$ cat config.mk
export PLATFORM = sky130hd
export DESIGN_NAME = pcma_eq_coe_ctrl
export DESIGN_NICKNAME = d
export VERILOG_FILES = /design/src/rtl/pcma_eq_pkg.sv /design/src/rtl/pcma_coe_ram.sv /design/src/rtl/pcma_eq_coe_ctrl.sv
export SDC_FILE = /design/constraint.sdc
export NUM_CORES = 1
export LEC_CHECK = 0
export ABC_AREA = 1
export BUFFER_PORTS_ARGS = -buffer_cell sky130_fd_sc_hd__buf_2
export CORE_MARGIN = 2
export CORE_UTILIZATION = 55
export CTS_CLUSTER_DIAMETER = 40
export DETAILED_ROUTE_END_ITERATION = 6
export PLACE_DENSITY = 0.73
export SYNTH_ARGS = -nofsm -noshare
export SYNTH_HDL_FRONTEND = slang
export SYNTH_SLANG_ARGS = --single-unit
$ cat constraint.sdc
create_clock -name clk -period 4.1 [get_ports clk]
set_clock_uncertainty 0.15 [all_clocks]
set_input_delay 1.025 -clock clk [delete_from_list [all_inputs] [get_ports clk]]
set_output_delay 1.025 -clock clk [all_outputs]
set_load 0.02 [all_outputs]
$ cat src/rtl/pcma_eq_pkg.sv
// Shared definitions for the PCMA equalizer coefficient/training sequencer:
// FSM state encoding, coefficient and address width helpers, and the
// normalisation period width.
package pcma_eq_pkg;

    typedef enum logic [1:0] {
        ST_IDLE   = 2'd0,
        ST_PRESET = 2'd1,
        ST_LOAD   = 2'd2,
        ST_TEACH  = 2'd3
    } eq_state_t;

    localparam int NORM_W = 10;

    // Full coefficient width: visible bits plus hidden fractional bits.
    function automatic int full_w(input int coe_w, input int inv_w);
        return coe_w + inv_w;
    endfunction

    // Address width needed to index a table of the given depth.
    function automatic int addr_w(input int depth);
        return (depth > 1) ? $clog2(depth) : 1;
    endfunction

endpackage

$ cat src/rtl/pcma_coe_ram.sv
// Coefficient store: DEPTH x WIDTH simple dual-port RAM, one write port and
// one registered read port (read latency 1). The array itself is not reset;
// only the read data register is, so the equalizer sees 0 after reset.
module pcma_coe_ram
    import pcma_eq_pkg::*;
#(
    parameter int  DEPTH = 17,
    parameter int  WIDTH = 24,
    localparam int AW    = addr_w(DEPTH)
) (
    input  logic             clk,
    input  logic             reset_n,
    input  logic             i_wr_en,
    input  logic [AW-1:0]    i_wr_addr,
    input  logic [WIDTH-1:0] i_wr_data,
    input  logic             i_rd_en,
    input  logic [AW-1:0]    i_rd_addr,
    output logic [WIDTH-1:0] o_rd_data
);

    logic [WIDTH-1:0] r_mem [DEPTH];
    logic [WIDTH-1:0] r_rd_data;

    // Write port; the caller guarantees the address is in range.
    always_ff @(posedge clk) begin
        if (i_wr_en) begin
            r_mem[i_wr_addr] <= i_wr_data;
        end
    end

    // Registered read port; holds its value when no read is issued.
    always_ff @(posedge clk or negedge reset_n) begin
        if (!reset_n) begin
            r_rd_data <= '0;
        end else if (i_rd_en) begin
            r_rd_data <= r_mem[i_rd_addr];
        end
    end

    assign o_rd_data = r_rd_data;

endmodule

$ cat src/rtl/pcma_eq_coe_ctrl.sv
// Coefficient/training sequencer in front of the PCMA complex LMS equalizer.
// Holds EQ_LEN host-written initial coefficients, bursts them into the
// equalizer on a load command, and gates the training window.
// Optional feature: define PCMA_EQ_TRAIN_TIMER_EN to also end training
// automatically after i_train_len symbols (0 = no timeout).
//
// state  | meaning
// IDLE   | waiting for a command; preset > load > teach
// PRESET | o_preset_coe high for one cycle
// LOAD   | RAM read sweep 0..EQ_LEN-1, one o_load_coe pulse per tap
// TEACH  | o_teach_en high, symbols counted, until stop (or timeout)
module pcma_eq_coe_ctrl
    import pcma_eq_pkg::*;
#(
    parameter int  COE_WIDTH     = 16,
    parameter int  INV_COE_WIDTH = 8,
    parameter int  EQ_LEN        = 17,
    parameter int  CNT_W         = 24,
    localparam int FULL_W        = full_w(COE_WIDTH, INV_COE_WIDTH),
    localparam int AW            = addr_w(EQ_LEN)
) (
    input  logic              clk,
    input  logic              reset_n,
    input  logic              i_wr_en,
    input  logic [AW-1:0]     i_wr_addr,
    input  logic [FULL_W-1:0] i_wr_data,
    input  logic              i_cmd_preset,
    input  logic              i_cmd_load,
    input  logic              i_cmd_teach,
    input  logic              i_cmd_stop,
    input  logic [NORM_W-1:0] i_norm_per,
    input  logic              i_sym_vld,
    input  logic [CNT_W-1:0]  i_train_len,
    output logic              o_preset_coe,
    output logic              o_load_coe,
    output logic [FULL_W-1:0] o_init_coe,
    output logic              o_teach_en,
    output logic [NORM_W-1:0] o_norm_per,
    output logic              o_busy,
    output logic              o_done,
    output logic              o_err
);

    localparam logic [AW-1:0] LAST_ADDR = AW'(EQ_LEN - 1);

    eq_state_t         r_state;
    eq_state_t         w_state_nxt;
    logic [AW-1:0]     r_rd_addr;
    logic              r_rd_act;
    logic              r_rd_vld;
    logic              r_rd_last;
    logic              r_preset;
    logic              r_teach_en;
    logic              r_done;
    logic              r_err;
    logic [NORM_W-1:0] r_norm_per;
    logic [CNT_W-1:0]  r_sym_cnt;
    logic [CNT_W-1:0]  w_sym_cnt_nxt;
    logic              w_cmd_any;
    logic              w_cmd_bad;
    logic              w_wr_bad;
    logic              w_wr_ok;
    logic              w_done_nxt;
    logic              w_timeout;
    logic              w_start_load;
    logic              w_start_teach;
    logic [FULL_W-1:0] w_ram_q;

    assign w_cmd_any     = i_cmd_preset | i_cmd_load | i_cmd_teach;
    // Writes are blocked during LOAD so the burst always sees a stable table.
    assign w_wr_bad      = i_wr_en & ((r_state == ST_LOAD) | (i_wr_addr > LAST_ADDR));
    assign w_wr_ok       = i_wr_en & ~w_wr_bad;
    assign w_start_load  = (r_state == ST_IDLE) & (w_state_nxt == ST_LOAD);
    assign w_start_teach = (r_state == ST_IDLE) & (w_state_nxt == ST_TEACH);

    // Saturating training symbol count, advanced only inside TEACH.
    always_comb begin
        w_sym_cnt_nxt = r_sym_cnt;
        if ((r_state == ST_TEACH) && i_sym_vld && (r_sym_cnt != '1)) begin
            w_sym_cnt_nxt = r_sym_cnt + CNT_W'(1);
        end
    end

`ifdef PCMA_EQ_TRAIN_TIMER_EN
    logic [CNT_W-1:0] r_train_len;

    // Training length is captured once so host changes mid-window are ignored.
    always_ff @(posedge clk or negedge reset_n) begin
        if (!reset_n) begin
            r_train_len <= '0;
        end else if (w_start_teach) begin
            r_train_len <= i_train_len;
        end
    end

    // Compare the updated count so the window closes on the final symbol edge.
    assign w_timeout = (r_train_len != '0) && (w_sym_cnt_nxt == r_train_len);
`else
    logic w_unused;
    assign w_unused  = ^{i_train_len, r_sym_cnt};
    assign w_timeout = 1'b0;
`endif

    // Next-state decode and command/write rejection.
    always_comb begin
        w_state_nxt = r_state;
        w_done_nxt  = 1'b0;
        w_cmd_bad   = 1'b0;
        case (r_state)
            ST_IDLE: begin
                if (i_cmd_preset) begin
                    w_state_nxt = ST_PRESET;
                end else if (i_cmd_load) begin
                    w_state_nxt = ST_LOAD;
                end else if (i_cmd_teach) begin
                    w_state_nxt = ST_TEACH;
                end
            end
            ST_PRESET: begin
                w_cmd_bad   = w_cmd_any | i_cmd_stop;
                w_state_nxt = ST_IDLE;
                w_done_nxt  = 1'b1;
            end
            ST_LOAD: begin
                w_cmd_bad = w_cmd_any | i_cmd_stop;
                if (r_rd_vld && r_rd_last) begin
                    w_state_nxt = ST_IDLE;
                    w_done_nxt  = 1'b1;
                end
            end
            ST_TEACH: begin
                w_cmd_bad = w_cmd_any;
                if (i_cmd_stop || w_timeout) begin
                    w_state_nxt = ST_IDLE;
                    w_done_nxt  = 1'b1;
                end
            end
            default: w_state_nxt = ST_IDLE;
        endcase
    end

    // State register and registered equalizer/host controls.
    always_ff @(posedge clk or negedge reset_n) begin
        if (!reset_n) begin
            r_state    <= ST_IDLE;
            r_preset   <= 1'b0;
            r_teach_en <= 1'b0;
            r_done     <= 1'b0;
            r_err      <= 1'b0;
            r_norm_per <= '0;
            r_sym_cnt  <= '0;
        end else begin
            r_state    <= w_state_nxt;
            r_preset   <= (w_state_nxt == ST_PRESET);
            r_teach_en <= (w_state_nxt == ST_TEACH);
            r_done     <= w_done_nxt;
            r_err      <= w_cmd_bad | w_wr_bad;
            if (w_start_teach) begin
                r_norm_per <= i_norm_per;
                r_sym_cnt  <= '0;
            end else begin
                r_sym_cnt  <= w_sym_cnt_nxt;
            end
        end
    end

    // Read sweep: one address per cycle; the RAM output register is the
    // pipeline stage, so r_rd_vld lines up with the data on o_init_coe.
    always_ff @(posedge clk or negedge reset_n) begin
        if (!reset_n) begin
            r_rd_addr <= '0;
            r_rd_act  <= 1'b0;
            r_rd_vld  <= 1'b0;
            r_rd_last <= 1'b0;
        end else begin
            r_rd_vld  <= r_rd_act;
            r_rd_last <= r_rd_act & (r_rd_addr == LAST_ADDR);
            if (w_start_load) begin
                r_rd_addr <= '0;
                r_rd_act  <= 1'b1;
            end else if (r_rd_act) begin
                r_rd_addr <= r_rd_addr + AW'(1);
                if (r_rd_addr == LAST_ADDR) begin
                    r_rd_act <= 1'b0;
                end
            end
        end
    end

    pcma_coe_ram #(
        .DEPTH (EQ_LEN),
        .WIDTH (FULL_W)
    ) u_coe_ram (
        .clk       (clk),
        .reset_n   (reset_n),
        .i_wr_en   (w_wr_ok),
        .i_wr_addr (i_wr_addr),
        .i_wr_data (i_wr_data),
        .i_rd_en   (r_rd_act),
        .i_rd_addr (r_rd_addr),
        .o_rd_data (w_ram_q)
    );

    assign o_preset_coe = r_preset;
    assign o_load_coe   = r_rd_vld;
    assign o_init_coe   = w_ram_q;
    assign o_teach_en   = r_teach_en;
    assign o_norm_per   = r_norm_per;
    assign o_busy       = (r_state != ST_IDLE);
    assign o_done       = r_done;
    assign o_err        = r_err;

endmodule

Yosys cells after proc, flatten, opt, wreduce, memory -nomap -nowiden
Memories as Yosys holds them, arrays and structs flattened. A register that Yosys moved wholly into a read port is not among the register bits.
Index checks and enable logic that the tools add are counted.
{ "classes": {"order_cmp": 1, "reduce_logical": 6, "muxes": 17, "bitwise_logic": 11, "n_eq_ne": 7, "add_sub_neg": 1} }
{ "ops": {"columns": ["op", "n"], "rows": [
  ["two-way mux 2 bit", 5],
  ["two-way mux 5 bit", 2],
  ["equality test 2 bit (second input constant)", 4],
  ["one-hot mux 2 bit (4 select lines)", 1],
  ["two-way mux 1 bit", 7],
  ["adder 5 x 1 -> 5 bit (second input constant)", 1],
  ["AND 1 bit", 5],
  ["equality test 5 bit (second input constant)", 1],
  ["> comparator 5 bit (second input constant)", 1],
  ["bitwise OR 1 bit", 5],
  ["equality test 2 x 1 -> 1 bit (second input constant)", 2],
  ["nonzero test 2 bit", 2],
  ["one-hot mux 1 bit (3 select lines)", 1],
  ["zero test 2 bit", 1],
  ["one-hot mux 1 bit (2 select lines)", 1],
  ["OR reduction 2 bit", 1],
  ["logical AND 1 bit", 1],
  ["zero test 1 bit", 1],
  ["inverter 1 bit", 1]
]} }
{ "word_totals": {"word_cells": 54, "register_bits": 24, "n_memories": 1, "mem_bits_rw": 408} }
{ "memory_table": {"columns": ["memory", "depth", "word_bits", "read_ports", "rd_ports_with_merged_regs", "wr", "line_no", "text"], "rows": [
  ["u_coe_ram.r_mem", 17, 24, 1, 1, 1, "pcma_coe_ram.sv:21", "logic [WIDTH-1:0] r_mem [DEPTH];"]
]} }

Longest topological paths before layout
Gate-level depths: netlist (run 1).
{ "logic_depth": {"ltp_word": 7, "ltp_mapped": 13} }

Cells and area by module
Synthesis (run 1) repeated with hierarchy kept, for this count alone.
{ "unflattened": {"cells_unflattened": 1834, "hier_area_um2": 19296.0} }
{ "by_module_without_submodules": {"columns": ["module", "area_each_um2", "cells_per_inst", "instances", "seq_area_each_um2"], "rows": [
  ["pcma_coe_ram", 18082.3, 1707, 1, 12852.3],
  ["pcma_eq_coe_ctrl", 1213.7, 127, 1, 600.6]
]} }

Worst setup path after synthesis (run 1)
No wires, ideal clock.
{ "synth_path": {"path_kind": "input port to flip-flop", "from": "input i_wr_addr[2]", "to": "memory u_coe_ram.r_mem[10][0] (enable)", "arrival_ps": 2743, "cell_stages": 7, "setup_slack_ps": 802, "setup_time_ps": 405, "required_ps": 3545, "cell_sequence": "nor2_1 nand2_1 a21oi_1 nand2_1 inv_1 nand3_1 nor2_1"} }
{ "synth_via": {"elab_chain_len": 7} }
{ "synth_lines": {"columns": ["element", "line_no", "text"], "rows": [
  ["start: declaration", "pcma_eq_coe_ctrl.sv:25", "input logic [AW-1:0] i_wr_addr,"],
  ["> comparator 5 bit", "pcma_eq_coe_ctrl.sv:71", "assign w_wr_bad = i_wr_en & ((r_state == ST_LOAD) | (i_wr_addr > LAST_ADDR));"],
  ["bitwise OR 1 bit", "pcma_eq_coe_ctrl.sv:71", null],
  ["AND 1 bit", "pcma_eq_coe_ctrl.sv:71", null],
  ["inverter 1 bit", "pcma_eq_coe_ctrl.sv:72", "assign w_wr_ok = i_wr_en & ~w_wr_bad;"],
  ["AND 1 bit", "pcma_eq_coe_ctrl.sv:72", null],
  ["two-way mux 1 bit", "pcma_coe_ram.sv:26", "if (i_wr_en) begin"],
  ["two-way mux 1 bit (implied by the code)", "pcma_coe_ram.sv:27", "r_mem[i_wr_addr] <= i_wr_data;"],
  ["end: declaration", "pcma_coe_ram.sv:21", null]
]} }
Several ways; a longest one is shown, not always the timed one.

Final worst setup path (run 1)
{ "layout_path": {"from": "register r_state[0]", "to": "output o_busy"} }
{ "layout_via": {"elab_chain_len": 1} }
{ "layout_lines": {"columns": ["element", "line_no", "text"], "rows": [
  ["start: declaration", "pcma_eq_coe_ctrl.sv:46", "eq_state_t r_state;"],
  ["start signal: assignment", "pcma_eq_coe_ctrl.sv:153", "r_state <= w_state_nxt;"],
  ["nonzero test 2 bit", "pcma_eq_coe_ctrl.sv:209", "assign o_busy = (r_state != ST_IDLE);"],
  ["end: declaration", "pcma_eq_coe_ctrl.sv:39", "output logic o_busy,"]
]} }
Every way passes these cells.

==> results of run 1 <==
## worst register-to-register path: cells and delay by family (launching register included)
kind / cells / cell delay [ns]
AOI/OAI and AO/OA: 1 / 0.18
adders and majority gates: 1 / 0.24
buffers and inverters: 3 / 0.68
DFF: 1 / 0.38
and+or+nand+nor: 3 / 0.59
## cell usage after synthesis (5+ instances only)
cell and count:
buf_6 17, o21ai_1 13, inv_1 192, ha_1 5
dfrtp_1 48, edfxtp_1 408, a21oi_1 50, buf_2 34
nand3_1 157, buf_4 11, nand4_1 12, nor2_1 159
nand2_1 597, clkbuf_1 22, o21ai_0 42
## sequential cells by signal, indices dropped and copies added (netlist names)
| name | count |
|---|---|
| r_rd_act | 1 |
| r_state | 2 |
| o_teach_en | 1 |
| r_rd_last | 1 |
| o_norm_per | 10 |
| u_coe_ram.r_mem | 408 |
| o_done | 1 |
| u_coe_ram.o_rd_data | 24 |
| o_load_coe | 1 |
| o_preset_coe | 1 |
| r_rd_addr | 5 |
| o_err | 1 |
## worst min-delay path by stage
stage / start / endpoint / slack [ns] / depth (start not counted)
finish: o_norm_per[6] / o_norm_per[6] / 0.32 / 2
global route: u_coe_ram.o_rd_data[14] / u_coe_ram.o_rd_data[14] / 0.34 / 2
CTS: reset_n / u_coe_ram.o_rd_data[14] / 0.32 / 1
detailed placement: o_norm_per[6] / o_norm_per[6] / 0.30 / 2
global placement: o_norm_per[1] / o_norm_per[1] / 0.30 / 2
floorplan: r_rd_act / o_load_coe / 0.33 / 0
## per-layer routing
metal  vias to the layer above  share of wire [%]  global-route usage [%]
met5                         -                  0                       0
li1                       6014                  -                       -
met4                         0                3.2                    9.60
met3                        98                7.0                    3.33
met2                       497                 48                    39.2
met1                      6007                 42                    31.9
## per-stage QoR
| stage | util, % | hold WS (ns) | setup slack [ns] |
|---|---|---|---|
| floorplan | - | 0.328 | 0.802 |
| finish | 62.8 | 0.317 | 0.984 |
| global route | 62.8 | 0.337 | 0.841 |
| detailed placement | 58.2 | 0.304 | 0.765 |
| CTS | 62.8 | 0.319 | 0.985 |
| global placement | 58.2 | 0.298 | 0.805 |
## power breakdown
part	internal, µW	switching [µW]
Combinational	1230	2900
Clock	2530	1750
Sequential	5330	223
Total	9090	4880
## kinds of logic after synthesis
family / synth area share (%)
and+or+nand+nor: 19.6
DFF: 70.5
buffers and inverters: 6.59
AOI/OAI and AO/OA: 2.98
adders and majority gates: 0.328
xor gates and xnor gates: 0.0459
## layout make-up
| type | instances | area share [%] |
|---|---|---|
| tap | 455 | 2.64 |
| clock buffer | 68 | 6.53 |
| sequential | 456 | 62.3 |
| clock inverter | 22 | 0.875 |
| inverter | 194 | 3.38 |
| timing repair buffer | 117 | 3.43 |
| multi-input combinational | 1047 | 20.8 |
==> summary.txt, run 1 <==
==================================================================================================
Run status ..........................................................................    completed
Total routing usage reported by global routing ......................................        23.7%
Worst skew pair latency .............................................................      0.56 ns
Via Count ...........................................................................        12600
Netlist Area Pre-Place ..............................................................    19100 µm²
Layout Cells excl Fill ..............................................................         2359
Critical path class ................................................................. register to primary output
Reg2Reg Setup Slack .................................................................      1.50 ns
Register-to-Register Path Depth .....................................................            8
Setup repair after global routing missed its margin .................................        false
Fraction of final layout cells sized beyond drive strength 1 ........................        11.3%
Cell area after layout ..............................................................    21600 µm²
Drt first-iter violations ...........................................................         1213
Number of gates given a new drive strength after cts ................................            0
Initial standard-cell utilization of the core .......................................        55.5%
Hold/Removal Path Class ............................................................. register to register
Placed wire-length estimate .........................................................     23000 µm
Area share of the leading cell type in the synthesized netlist ......................        64.2%
Endpoint of the most critical setup path ............................................       o_busy
Remaining design rule violation count ...............................................            0
Final count of hold timing violations ...............................................            0
WP data arrival .....................................................................      1.94 ns
Number of placed instances with taps included .......................................         2269
Number of cell rows .................................................................           68
Crit Path Max Fanout ................................................................           13
Cell count along the critical path ..................................................            4
Count of clock tree sinks ...........................................................          456
Dpl cell area .......................................................................    20000 µm²
Library cell appearing most often on the critical path ..............................        inv_1
Synthesized netlist net count .......................................................         1858
Initial antenna violation count .....................................................            0
Layout overhead on the synthesized area .............................................        13.1%
Nets ................................................................................         1941
Multi-input combinational cell area .................................................     4490 µm²
Max Cap Viol ........................................................................            0
Post-cts hold buffer count ..........................................................            0
Maximum VDD drop ....................................................................   0.000621 V
Crit. Startpoint ....................................................................   r_state[0]
Maximum number of pins on one net before global-route repair ........................          217
Area used by sequential logic in the layout .........................................    13500 µm²
Core area ...........................................................................    34400 µm²
Ports ...............................................................................          111
Final setup viols ...................................................................            0
Clock transition time at the flip-flop clock pins of the worst setup and hold paths .      0.06 ns
Worst slew pin tran .................................................................      1.11 ns
Share of the clock period used by the worst path ....................................        76.0%
ANT nets after route ................................................................            0
R2r endpoint ........................................................................ u_coe_ram.r_mem[7][1]
Fmax ................................................................................      321 MHz
Wire length reported by the detailed router .........................................     42500 µm
Area contributors post-synth ........................................................ edfxtp_1, nand2_1, dfrtp_1
Wire length of the first global-routing pass ........................................     65100 µm
Most used DFF post-synth ............................................................     edfxtp_1
Total leakage power .................................................................   0.00900 µW
Category of the worst setup path launch point .......................................     register
Die footprint .......................................................................    36200 µm²
Die outline width ...................................................................       190 µm
Number of warning messages in the yosys log .........................................            0
Port Buffer Count ...................................................................           85
Post-synthesis cell type with the largest combined area .............................     edfxtp_1
Final min period ....................................................................      3.12 ns
Synth unique cells ..................................................................           27
Overall die height ..................................................................       190 µm
Most frequent cells in the layout ................................................... nand2_1, edfxtp_1, inv_1
Most common library cell in the layout ignoring fill and taps .......................      nand2_1
Number of standard cells after synthesis ............................................         1782
RR Startpoint .......................................................................   r_state[0]
Cell Pwr Density ....................................................................   647 nW/µm²
CTS root buffer .....................................................................    clkbuf_16
Layout fillers ......................................................................         2593
Tot Pwr .............................................................................     14000 µW
Count of TritonRoute iterations in the first routing pass ...........................            5
Critical path's slowest cell ........................................................         ha_1
Number of flops mapped to enable cells by yosys .....................................          408
Deepest clock path buffer count .....................................................            3
Number of antenna diodes ............................................................            0
Delay-heaviest family, CP ........................................................... buffers and inverters
CP endpoint kind .................................................................... primary output
Number of global-route vias before repair ...........................................        12100
Share of flip-flops with an asynchronous set or reset after synthesis ...............        10.5%
Post-Synthesis Mean Instance Area ...................................................     10.7 µm²
Relative slew margins ...............................................................        25.7%
Final slew viol count ...............................................................            0
TritonCTS clock tree ................................................................          yes
Share of the yosys chip area belonging to registers .................................        70.5%
GRT overflow ........................................................................            0
Ratio of routed vias to standard cells ..............................................         5.35
Crit-path cells ..................................................................... inv_1, ha_1, inv_1, buf_2
Register bit total from synthesis ...................................................          456
Post-CTS setup buffer count .........................................................            0
Number of clock buffers inserted by TritonCTS .......................................           49
Placer's final routability congestion estimate ......................................        0.822
Slowest Stage Delay on Critical Path ................................................      0.46 ns
H-tree Lvls .........................................................................            2
Post-DR wirelength/cell .............................................................      18.0 µm
Final total negative setup slack ....................................................         0 ns
CP required .........................................................................      2.92 ns
Crit path buffers/inverters .........................................................            3
==================================================================================================
Power figures use the tool's default switching activity.
==> inputs of run 2 (changes only) <==
clock period = 3 ns   (was 4.1 ns; I/O delays follow)
==> run 2 against run 1 <==
Compared with the run above: sequential power rose by 35%; worst setup slack worse by 0.81 ns; combinational power up 42%; sequential share of layout area shrank 1.1 points; clock power up 47%; final cell count rose by 0.38%; critical path depth unchanged; register-to-register slack worse by 0.89 ns; core utilization grew 1.1 points; critical path type unchanged; largest power group unchanged.
==> summary.txt, run 2 (same netlist as run 1, synthesis figures left out) <==
==================================================================================================
Layout Cells excl Fill ..............................................................         2368   +0.38%
Worst setup margin ..................................................................     0.178 ns   -0.806 ns
Remaining design rule violation count ...............................................            0   unchanged
Max Cap Viol ........................................................................            0   unchanged
Placer's final routability congestion estimate ......................................        0.790   -3.9%
Most common library cell in the layout ignoring fill and taps .......................      nand2_1
Library cell appearing most often on the critical path ..............................        inv_1
Ratio of routed vias to standard cells ..............................................         5.37   +0.40%
Total routing usage reported by global routing ......................................        24.2%   +0.52 points
Fraction of final layout cells sized beyond drive strength 1 ........................        11.6%   +0.31 points
CP endpoint kind .................................................................... primary output
Slowest Stage Delay on Critical Path ................................................      0.44 ns   -0.02 ns
Worst skew pair latency .............................................................      0.56 ns   about the same
Crit Path Max Fanout ................................................................           13   unchanged
Number of placed instances with taps included .......................................         2276   +0.31%
Layout fillers ......................................................................         2533   -2.3%
Via Count ...........................................................................        12700   +0.78%
Cell Pwr Density ....................................................................   894 nW/µm²   +38%
Maximum number of pins on one net before global-route repair ........................          217   unchanged
Count of TritonRoute iterations in the first routing pass ...........................            7   +2
DP Worst Slack ......................................................................     0.288 ns   -0.477 ns
Area used by sequential logic in the layout .........................................    13500 µm²   unchanged
Count of clock tree sinks ...........................................................          456   unchanged
Wire length reported by the detailed router .........................................     43200 µm   +1.5%
Post-cts hold buffer count ..........................................................            0   unchanged
Final count of hold timing violations ...............................................            0   unchanged
Initial standard-cell utilization of the core .......................................        55.5%   unchanged
TritonCTS clock tree ................................................................          yes
Wire length of the first global-routing pass ........................................     67200 µm   +3.2%
Flip-flop count of the largest register after layout ................................          408   unchanged
Fmax ................................................................................      354 MHz
Initial antenna violation count .....................................................            0   unchanged
Run status ..........................................................................    completed
Delay-heaviest family, CP ........................................................... buffers and inverters
Deepest clock path buffer count .....................................................            3   unchanged
ANT nets after route ................................................................            0   unchanged
Crit path buffers/inverters .........................................................            3   unchanged
Die outline width ...................................................................       190 µm   unchanged
Final setup viols ...................................................................            0   unchanged
Multi-input combinational cell area .................................................     4490 µm²   unchanged
Final slew viol count ...............................................................            0   unchanged
Share of the clock period used by the worst path ....................................        94.1%
Placed wire-length estimate .........................................................     22800 µm   -0.67%
Hold Slack ..........................................................................    0.0379 ns   -0.279 ns
Post-DR wirelength/cell .............................................................      18.2 µm   +1.2%
Setup repair after global routing missed its margin .................................        false
Post-CTS setup buffer count .........................................................            0   unchanged
Tot Pwr .............................................................................     19600 µW   +41%
Core area ...........................................................................    34400 µm²   unchanged
Number of antenna diodes ............................................................            0   unchanged
Layout overhead on the synthesized area .............................................        15.1%
Reg with most FFs ................................................................... u_coe_ram.r_mem
GRT overflow ........................................................................            0   unchanged
Overall die height ..................................................................       190 µm   unchanged
Maximum VDD drop ....................................................................   0.000786 V   +27%
Nets ................................................................................         1950   +0.46%
CTS root buffer .....................................................................    clkbuf_16
Number of gates given a new drive strength after cts ................................            0   unchanged
Ports ...............................................................................          111   unchanged
Critical path class ................................................................. register to primary output
Port Buffer Count ...................................................................           85   unchanged
WP data arrival .....................................................................      1.92 ns   -0.02 ns
Category of the worst setup path launch point .......................................     register
Critical path's slowest cell ........................................................      dfrtp_1
Most frequent cells in the layout ................................................... nand2_1, edfxtp_1, inv_1
Drt first-iter violations ...........................................................         1445   +19%
CP required .........................................................................      2.10 ns   -0.82 ns
Number of clock buffers inserted by TritonCTS .......................................           51   +4.1%
Worst slew pin tran .................................................................     0.977 ns   -0.138 ns
Final total negative setup slack ....................................................         0 ns   unchanged
Number of global-route vias before repair ...........................................        12500   +3.3%
Reg2Reg Setup Slack .................................................................      0.61 ns   -0.89 ns
Number of cell rows .................................................................           68   unchanged
Relative slew margins ...............................................................        34.9%   +9.2 points
Clock transition time at the flip-flop clock pins of the worst setup and hold paths .      0.06 ns   about the same
Crit-path cells ..................................................................... inv_1, ha_1, inv_1, buf_2
Total leakage power .................................................................   0.00914 µW   +1.6%
H-tree Lvls .........................................................................            2   unchanged
Hold/Removal Path Class ............................................................. input port to async pin
Final min period ....................................................................      2.82 ns
Die footprint .......................................................................    36200 µm²   unchanged
==================================================================================================
[run 2: cell count changes in the layout (fill, tap and decap cells not counted), sizes merged]
cell / before / now
inv: 194 / 200
clkbuf: 68 / 65
buf: 117 / 124
clkinvlp: 4 / 1
clkinv: 16 / 13
bufinv: 2 / 7
[run 2: stage by stage]
| step | utilization (%) | instance area, µm² |
|---|---|---|
| floorplan | - | 19100 |
| global placement | 58.9 | 20300 |
| detailed placement | 58.9 | 20300 |
| CTS | 63.9 | 22000 |
| global route | 63.9 | 22000 |
| finish | 63.9 | 22000 |
[run 2: path summary, 6_finish.rpt]
kind | startpoint | depth (start not counted) | endpoint
max | r_state[1] | 4 | o_busy
min | reset_n | 2 | u_coe_ram.o_rd_data[19]
max reg2reg | r_state[1] | 9 | o_norm_per[4]
min reg2reg | o_norm_per[9] | 2 | o_norm_per[9]
max in group asynchronous | reset_n | 2 | r_rd_addr[0]
min in group clk | i_norm_per[7] | 3 | o_norm_per[7]
[run 2: cell type report]
cell class / instances / area share, %
clock buffers: 65 / 6.24
clock inverters: 27 / 1.54
inverters: 194 / 3.33
multi-input cells: 1047 / 20.4
flip-flops and latches: 456 / 61.3
well taps: 455 / 2.59
repair buffers: 124 / 4.58
[run 2: power breakdown]
group	internal (µW)	switching [µW]
clock	3850	2450
combinational	1730	4120
sequential	7280	193
[run 2: layer usage]
layer	part of all wire (%)	GRT usage (%)
met5	0	0
met4	2.2	7.93
met3	7.9	3.99
met2	48	40.3
met1	41	32.8
